===== config.mk =====
export PLATFORM = sky130hd
export DESIGN_NAME = bin2bcd_seq
export DESIGN_NICKNAME = d
export VERILOG_FILES = /design/src/rtl/bcd_pkg.sv /design/src/rtl/bcd_digit_adj3.sv /design/src/rtl/bin2bcd_seq.sv
export SDC_FILE = /design/constraint.sdc
export NUM_CORES = 1
export LEC_CHECK = 0
export ABC_AREA = 1
export ABC_CLOCK_PERIOD_IN_PS = 2050
export CAP_MARGIN = 25
export CORE_MARGIN = 3
export CORE_UTILIZATION = 55
export CTS_BUF_LIST = sky130_fd_sc_hd__clkbuf_4 sky130_fd_sc_hd__clkbuf_8
export DETAILED_ROUTE_END_ITERATION = 12
export PLACE_DENSITY = 0.86
export SLEW_MARGIN = 20
export SYNTH_ARGS = -nofsm -noshare
export SYNTH_HDL_FRONTEND = slang
export SYNTH_SLANG_ARGS = --single-unit

===== constraint.sdc =====
create_clock -name clk -period 2.05 [get_ports clk]
set_clock_uncertainty 0.2 [all_clocks]
set_input_delay 0.5125 -clock clk [delete_from_list [all_inputs] [get_ports clk]]
set_output_delay 0.5125 -clock clk [all_outputs]
set_load 0.02 [all_outputs]

===== src/rtl/bcd_pkg.sv =====
// Shared types and constants for the binary-to-BCD converter slice.
package bcd_pkg;

  typedef enum logic [1:0] {IDLE, SHIFT, DONE} state_t;

  localparam int unsigned BCD_DIGIT_W = 4;

  // Smallest digit count whose decimal range covers every bin_w-bit value.
  function automatic int unsigned digits_for(input int unsigned bin_w);
    longint unsigned max_bin;
    longint unsigned lim;
    int unsigned d;
    max_bin = (longint'(1) << bin_w) - 1;
    lim = 10;
    d = 1;
    while (lim - 1 < max_bin) begin
      lim = lim * 10;
      d = d + 1;
    end
    return d;
  endfunction

endpackage


===== src/rtl/bcd_digit_adj3.sv =====
// Combinational double-dabble nibble corrector: digits of 5 or more get +3.
module bcd_digit_adj3
  import bcd_pkg::*;
(
  input  logic [BCD_DIGIT_W-1:0] d,
  output logic [BCD_DIGIT_W-1:0] q
);

  always_comb begin
    q = d;
    if (d >= 4'd5) q = d + 4'd3;
  end

endmodule


===== src/rtl/bin2bcd_seq.sv =====
// Sequential shift-and-add-3 binary-to-BCD converter with valid/ready handshakes.
// Optional sticky overflow flag: define BIN2BCD_OVF_EN.
module bin2bcd_seq
  import bcd_pkg::*;
#(
  parameter int unsigned BIN_W  = 8,
  parameter int unsigned DIGITS = 3
) (
  input  logic                          clk,
  input  logic                          rst,
  input  logic                          in_valid,
  output logic                          in_ready,
  input  logic [BIN_W-1:0]              bin_in,
  output logic                          out_valid,
  input  logic                          out_ready,
  output logic [BCD_DIGIT_W*DIGITS-1:0] bcd_out,
  output logic                          ovf
);

  localparam int unsigned CNT_W = $clog2(BIN_W + 1);
  localparam int unsigned BCD_W = BCD_DIGIT_W * DIGITS;

  state_t             state;
  logic [CNT_W-1:0]   cnt;
  logic [BIN_W-1:0]   bin_sr;
  logic [BCD_W-1:0]   bcd_reg;
  logic [BCD_W-1:0]   bcd_adj;

  for (genvar g = 0; g < DIGITS; g++) begin : g_adj
    bcd_digit_adj3 u_adj (
      .d (bcd_reg[g*BCD_DIGIT_W +: BCD_DIGIT_W]),
      .q (bcd_adj[g*BCD_DIGIT_W +: BCD_DIGIT_W])
    );
  end

`ifdef BIN2BCD_OVF_EN
  logic ovf_reg;
`endif

  always_ff @(posedge clk) begin
    if (rst) begin
      state   <= IDLE;
      cnt     <= '0;
      bin_sr  <= '0;
      bcd_reg <= '0;
`ifdef BIN2BCD_OVF_EN
      ovf_reg <= 1'b0;
`endif
    end else begin
      case (state)
        IDLE: begin
          if (in_valid) begin
            bin_sr  <= bin_in;
            bcd_reg <= '0;
            cnt     <= CNT_W'(BIN_W);
`ifdef BIN2BCD_OVF_EN
            ovf_reg <= 1'b0;
`endif
            state   <= SHIFT;
          end
        end
        SHIFT: begin
          // Top bit of the corrected digits falls off the register here.
          {bcd_reg, bin_sr} <= {bcd_adj[BCD_W-2:0], bin_sr, 1'b0};
`ifdef BIN2BCD_OVF_EN
          if (bcd_adj[BCD_W-1]) ovf_reg <= 1'b1;
`endif
          cnt <= cnt - 1'b1;
          if (cnt == CNT_W'(1)) state <= DONE;
        end
        DONE: begin
          if (out_ready) state <= IDLE;
        end
        default: state <= IDLE;
      endcase
    end
  end

  assign in_ready  = (state == IDLE);
  assign out_valid = (state == DONE);
  assign bcd_out   = bcd_reg;

`ifdef BIN2BCD_OVF_EN
  assign ovf = ovf_reg & (state == DONE);
`else
  assign ovf = 1'b0;
`endif

endmodule


==> flow_summary.rst <==
.. list-table::
   :header-rows: 1

   * - Metric
     - Value
   * - First-pass iteration count of the detailed router
     - 4
   * - Class of the worst hold path
     - register to register
   * - Min-delay src
     - bin_sr[5]
   * - Share of synthesized area occupied by flip-flops and latches
     - about 37%
   * - Area grow syn2layout
     - 21.3%
   * - Total global-route track usage
     - between 10% and 20%
   * - Antenna Nets Post-Route
     - 0
   * - H-tree depth
     - 1
   * - Longest individual stage delay on the worst path
     - about 0.40 ns
   * - Die extent in x
     - around 57 um
   * - Non-filler cells, final
     - about 260
   * - Start point of the critical path
     - state[1]
   * - Number of cells in the design after placement
     - approximately 250
   * - Setup violations, final
     - 0
   * - WHS Path Cells
     - 2
   * - Critical path data required time
     - 1.34 ns
   * - DRC violations left
     - 0
   * - Power Density
     - roughly 650 mW/mm^2
   * - R2r worst-path depth
     - 8
   * - Most repeated cell in the gate-level netlist after synthesis
     - sky130_fd_sc_hd__nand2_1
   * - Clock Latency Late Sink
     - approximately 0.32 ns
   * - Antenna diodes
     - 0
   * - Cells taking the most area after synthesis
     - sky130_fd_sc_hd__dfxtp_1, sky130_fd_sc_hd__nand2_1, sky130_fd_sc_hd__a21oi_1
   * - Ratio of routed vias to standard cells
     - approximately 5.2
   * - Crit. End Element
     - output pin
   * - Sum of internal, switching and leakage power
     - roughly 1100 uW
   * - Cell type group with the largest total delay on the critical path
     - buffers and inverters
   * - Total Negative Setup Slacks
     - 0 ns
   * - Share of the synthesized area in the top cell type
     - between 30% and 40%
   * - Clock root cell
     - sky130_fd_sc_hd__clkbuf_4
   * - Max Slew Vio Count
     - 0
   * - Top-Level Pins
     - 27
   * - Overall routed net length
     - between 2000 and 3000 um
   * - Maximum achievable frequency
     - 514 MHz
   * - Wire length of the first global-routing pass
     - roughly 5200 um
   * - Total of flip-flops plus latches after synthesis
     - 26
   * - Crit Path Max Fanout
     - 4
   * - Die area
     - 0.00321 mm^2
   * - Worst R2R End
     - bin_sr[1]
   * - Number of enable-type register cells in the synthesized netlist
     - 0
   * - Startpoint of the lowest-slack register-to-register path
     - state[0]
   * - Time the final worst path needs with I/O delays and setup
     - slightly below 2 ns
   * - Status
     - completed
   * - Vertical die dimension
     - roughly 57 um
   * - Hold-critical path endpoint
     - bin_sr[5]
   * - Reg-to-reg slack, setup
     - 0.46 ns
   * - Cells traversed along the worst timing path
     - inv_2, nor2_1, dlygate4sd2_1
   * - Kind of critical path
     - register to output pin
   * - CTS Buffer Depth
     - 2
   * - Setup Fix Bufs, Post-CTS
     - 0
   * - Main synth FF type
     - sky130_fd_sc_hd__dfxtp_1
   * - Number of buffers created by CTS
     - 3
   * - Worst path bufs/invs
     - 2
   * - Routed WL per cell
     - around 11 um
   * - Cell type with the highest aggregate area in the netlist
     - sky130_fd_sc_hd__dfxtp_1
   * - Arrival time worst endpoint
     - roughly 1.2 ns
   * - Initial cell density of the core
     - 60.9%
   * - Layout filler cell count
     - 197
   * - # nets final
     - between 200 and 250
   * - Number of global-route vias before repair
     - 1226
   * - Register clock-pin slew on the reported worst setup and hold paths
     - 0.14 ns
   * - Final period util
     - 94.9%
   * - Proportion of layout cells with a drive suffix above 1
     - roughly 8%
   * - Count of vias placed by the detailed router
     - about 1300
   * - Antenna violations before repair
     - 0
   * - Synthesized area per cell
     - around 7.0 um^2
   * - Top cells by count, synth
     - sky130_fd_sc_hd__nand2_1, sky130_fd_sc_hd__dfxtp_1, sky130_fd_sc_hd__inv_1
   * - Placer Congestion
     - 0.792
   * - Iter 0 DRT Violations
     - 52
   * - Placement-stage worst setup slack
     - ~0.07 ns
   * - Number of placement rows
     - 17
   * - Standard cell core area
     - approximately 0.0023 mm^2
   * - Setup repair after global routing missed its margin
     - no
   * - Max-capacitance violation count
     - 0
   * - Leakage Power
     - a little under 0.0008 uW
   * - Final hold violations
     - 0
   * - Min setup slack post-route
     - 0.104 ns
   * - Critical path's slowest cell
     - sky130_fd_sc_hd__dfxtp_1
   * - Async S/R FF share, synth
     - 0%
   * - Input/output buffers
     - 25
   * - Detailed placement HPWL
     - 2130 um
   * - Number of instances in the synthesized netlist
     - around 200
   * - Yosys cell types
     - 25
   * - CTS tree
     - built
   * - Clock Sink Count
     - 26
   * - Largest net degree at the start of global routing
     - 21
   * - Peak ir drop on the vdd network
     - between 0.5 and 0.6 mV
   * - Kind of launch point of the worst setup path
     - register
   * - Synth Warn #
     - 0
   * - Mapped cell area
     - roughly 0.0014 mm^2
   * - Grt total ovfl
     - 0
   * - Net count of the mapped netlist
     - approximately 220
per-layer routing:
| layer | wire, um | part of all wire [%] | up-vias | track usage [%] |
|---|---|---|---|---|
| li1 | - | - | 696 | - |
| met1 | 1370 | 47 | 603 | 25.9 |
| met2 | 1410 | 49 | 25 | 33.3 |
| met3 | 115 | 4.0 | 2 | 2.07 |
| met4 | 13 | 0.45 | 0 | 6.10 |
| met5 | 0 | 0 | - | 0 |
sequential cells by signal, summed over array words and instances, names as in the netlist:
signal / count
cnt: 4
state: 2
bcd_out: 12
bin_sr: 8
cell families (layout without fill, tap and decap cells):
logic type                 count (synthesis)  count (layout)  share of synthesized area, %
AOI/OAI and AO/OA                         37              37                          15.5
adders and majority gates                  8               8                          7.09
other                                      1               1                         0.265
buffers and inverters                     34              60                          10.9
and+or+nand+nor                           95              95                          29.4
DFF                                       26              26                          36.8
cells in the final DEF (no fill, tap or decap):
master	count
sky130_fd_sc_hd__ha_1	8
sky130_fd_sc_hd__a21oi_2	1
sky130_fd_sc_hd__o211ai_4	1
sky130_fd_sc_hd__o211ai_2	1
sky130_fd_sc_hd__nor2_1	21
sky130_fd_sc_hd__inv_2	3
sky130_fd_sc_hd__clkbuf_4	3
sky130_fd_sc_hd__inv_1	25
sky130_fd_sc_hd__o22ai_1	1
sky130_fd_sc_hd__nand3_1	14
sky130_fd_sc_hd__a21oi_1	24
sky130_fd_sc_hd__nand4_1	6
sky130_fd_sc_hd__nand2_4	2
sky130_fd_sc_hd__buf_4	3
sky130_fd_sc_hd__nand2_2	1
sky130_fd_sc_hd__o211ai_1	2
sky130_fd_sc_hd__dlymetal6s2s_1	2
sky130_fd_sc_hd__clkdlybuf4s50_1	11
sky130_fd_sc_hd__nor3_1	1
sky130_fd_sc_hd__nand2_1	47
sky130_fd_sc_hd__nor2_2	2
sky130_fd_sc_hd__bufinv_16	1
sky130_fd_sc_hd__dlygate4sd2_1	12
sky130_fd_sc_hd__conb_1	1
sky130_fd_sc_hd__dfxtp_1	26
sky130_fd_sc_hd__and2_1	1
sky130_fd_sc_hd__o21ai_0	7
metrics by stage:
stage,util [%],cell area [um^2],hold WS [ns]
5_1_grt,73.9,1710,0.306
4_1_cts,73.7,1710,0.278
2_1_floorplan,-,1410,0.239
3_3_place_gp,72.1,1670,0.250
3_5_place_dp,72.1,1670,0.258
6_report,73.9,1710,0.277
worst min-delay path: stages (launching register included):
cell	delay [ns]
sky130_fd_sc_hd__dfxtp_1	0.34
sky130_fd_sc_hd__nand2_1	0.06
sky130_fd_sc_hd__a21oi_1	0.05
how the worst max path moves through the flow:
stage | cells after the start | endpoint | slack, ns
6_report | 3 | out_valid | 0.10
5_1_grt | 3 | out_valid | 0.03
4_1_cts | 1 | bcd_out[9] | 0.004
3_5_place_dp | 7 | bin_sr[2] | 0.07
3_3_place_gp | 6 | cnt[2] | 0.13
2_1_floorplan | 9 | bcd_out[8] | 0.48
layout make-up:
cell class / count / area [um^2] / area share (%)
Clock inverter: 1 / 30.0 / 1.75
Multi-Input combinational cell: 141 / 738 / 43.1
Sequential cell: 26 / 520 / 30.4
Inverter: 28 / 105 / 6.13
Timing Repair Buffer: 28 / 263 / 15.3
Clock buffer: 3 / 22.5 / 1.31
Tap cell: 28 / 35.0 / 2.04
repair_timing:
item | CTS | global route
resized for setup | 12 | 2
setup endpoints to repair | 12 | 2
endpoints found under the hold margin | 0 | 0
hold buffers | 0 | 0
power by group:
group          internal, uW  switching, uW
clock network           198            154
logic                  74.6            124
registers               535           22.1
(Power assumes the default switching activity.)
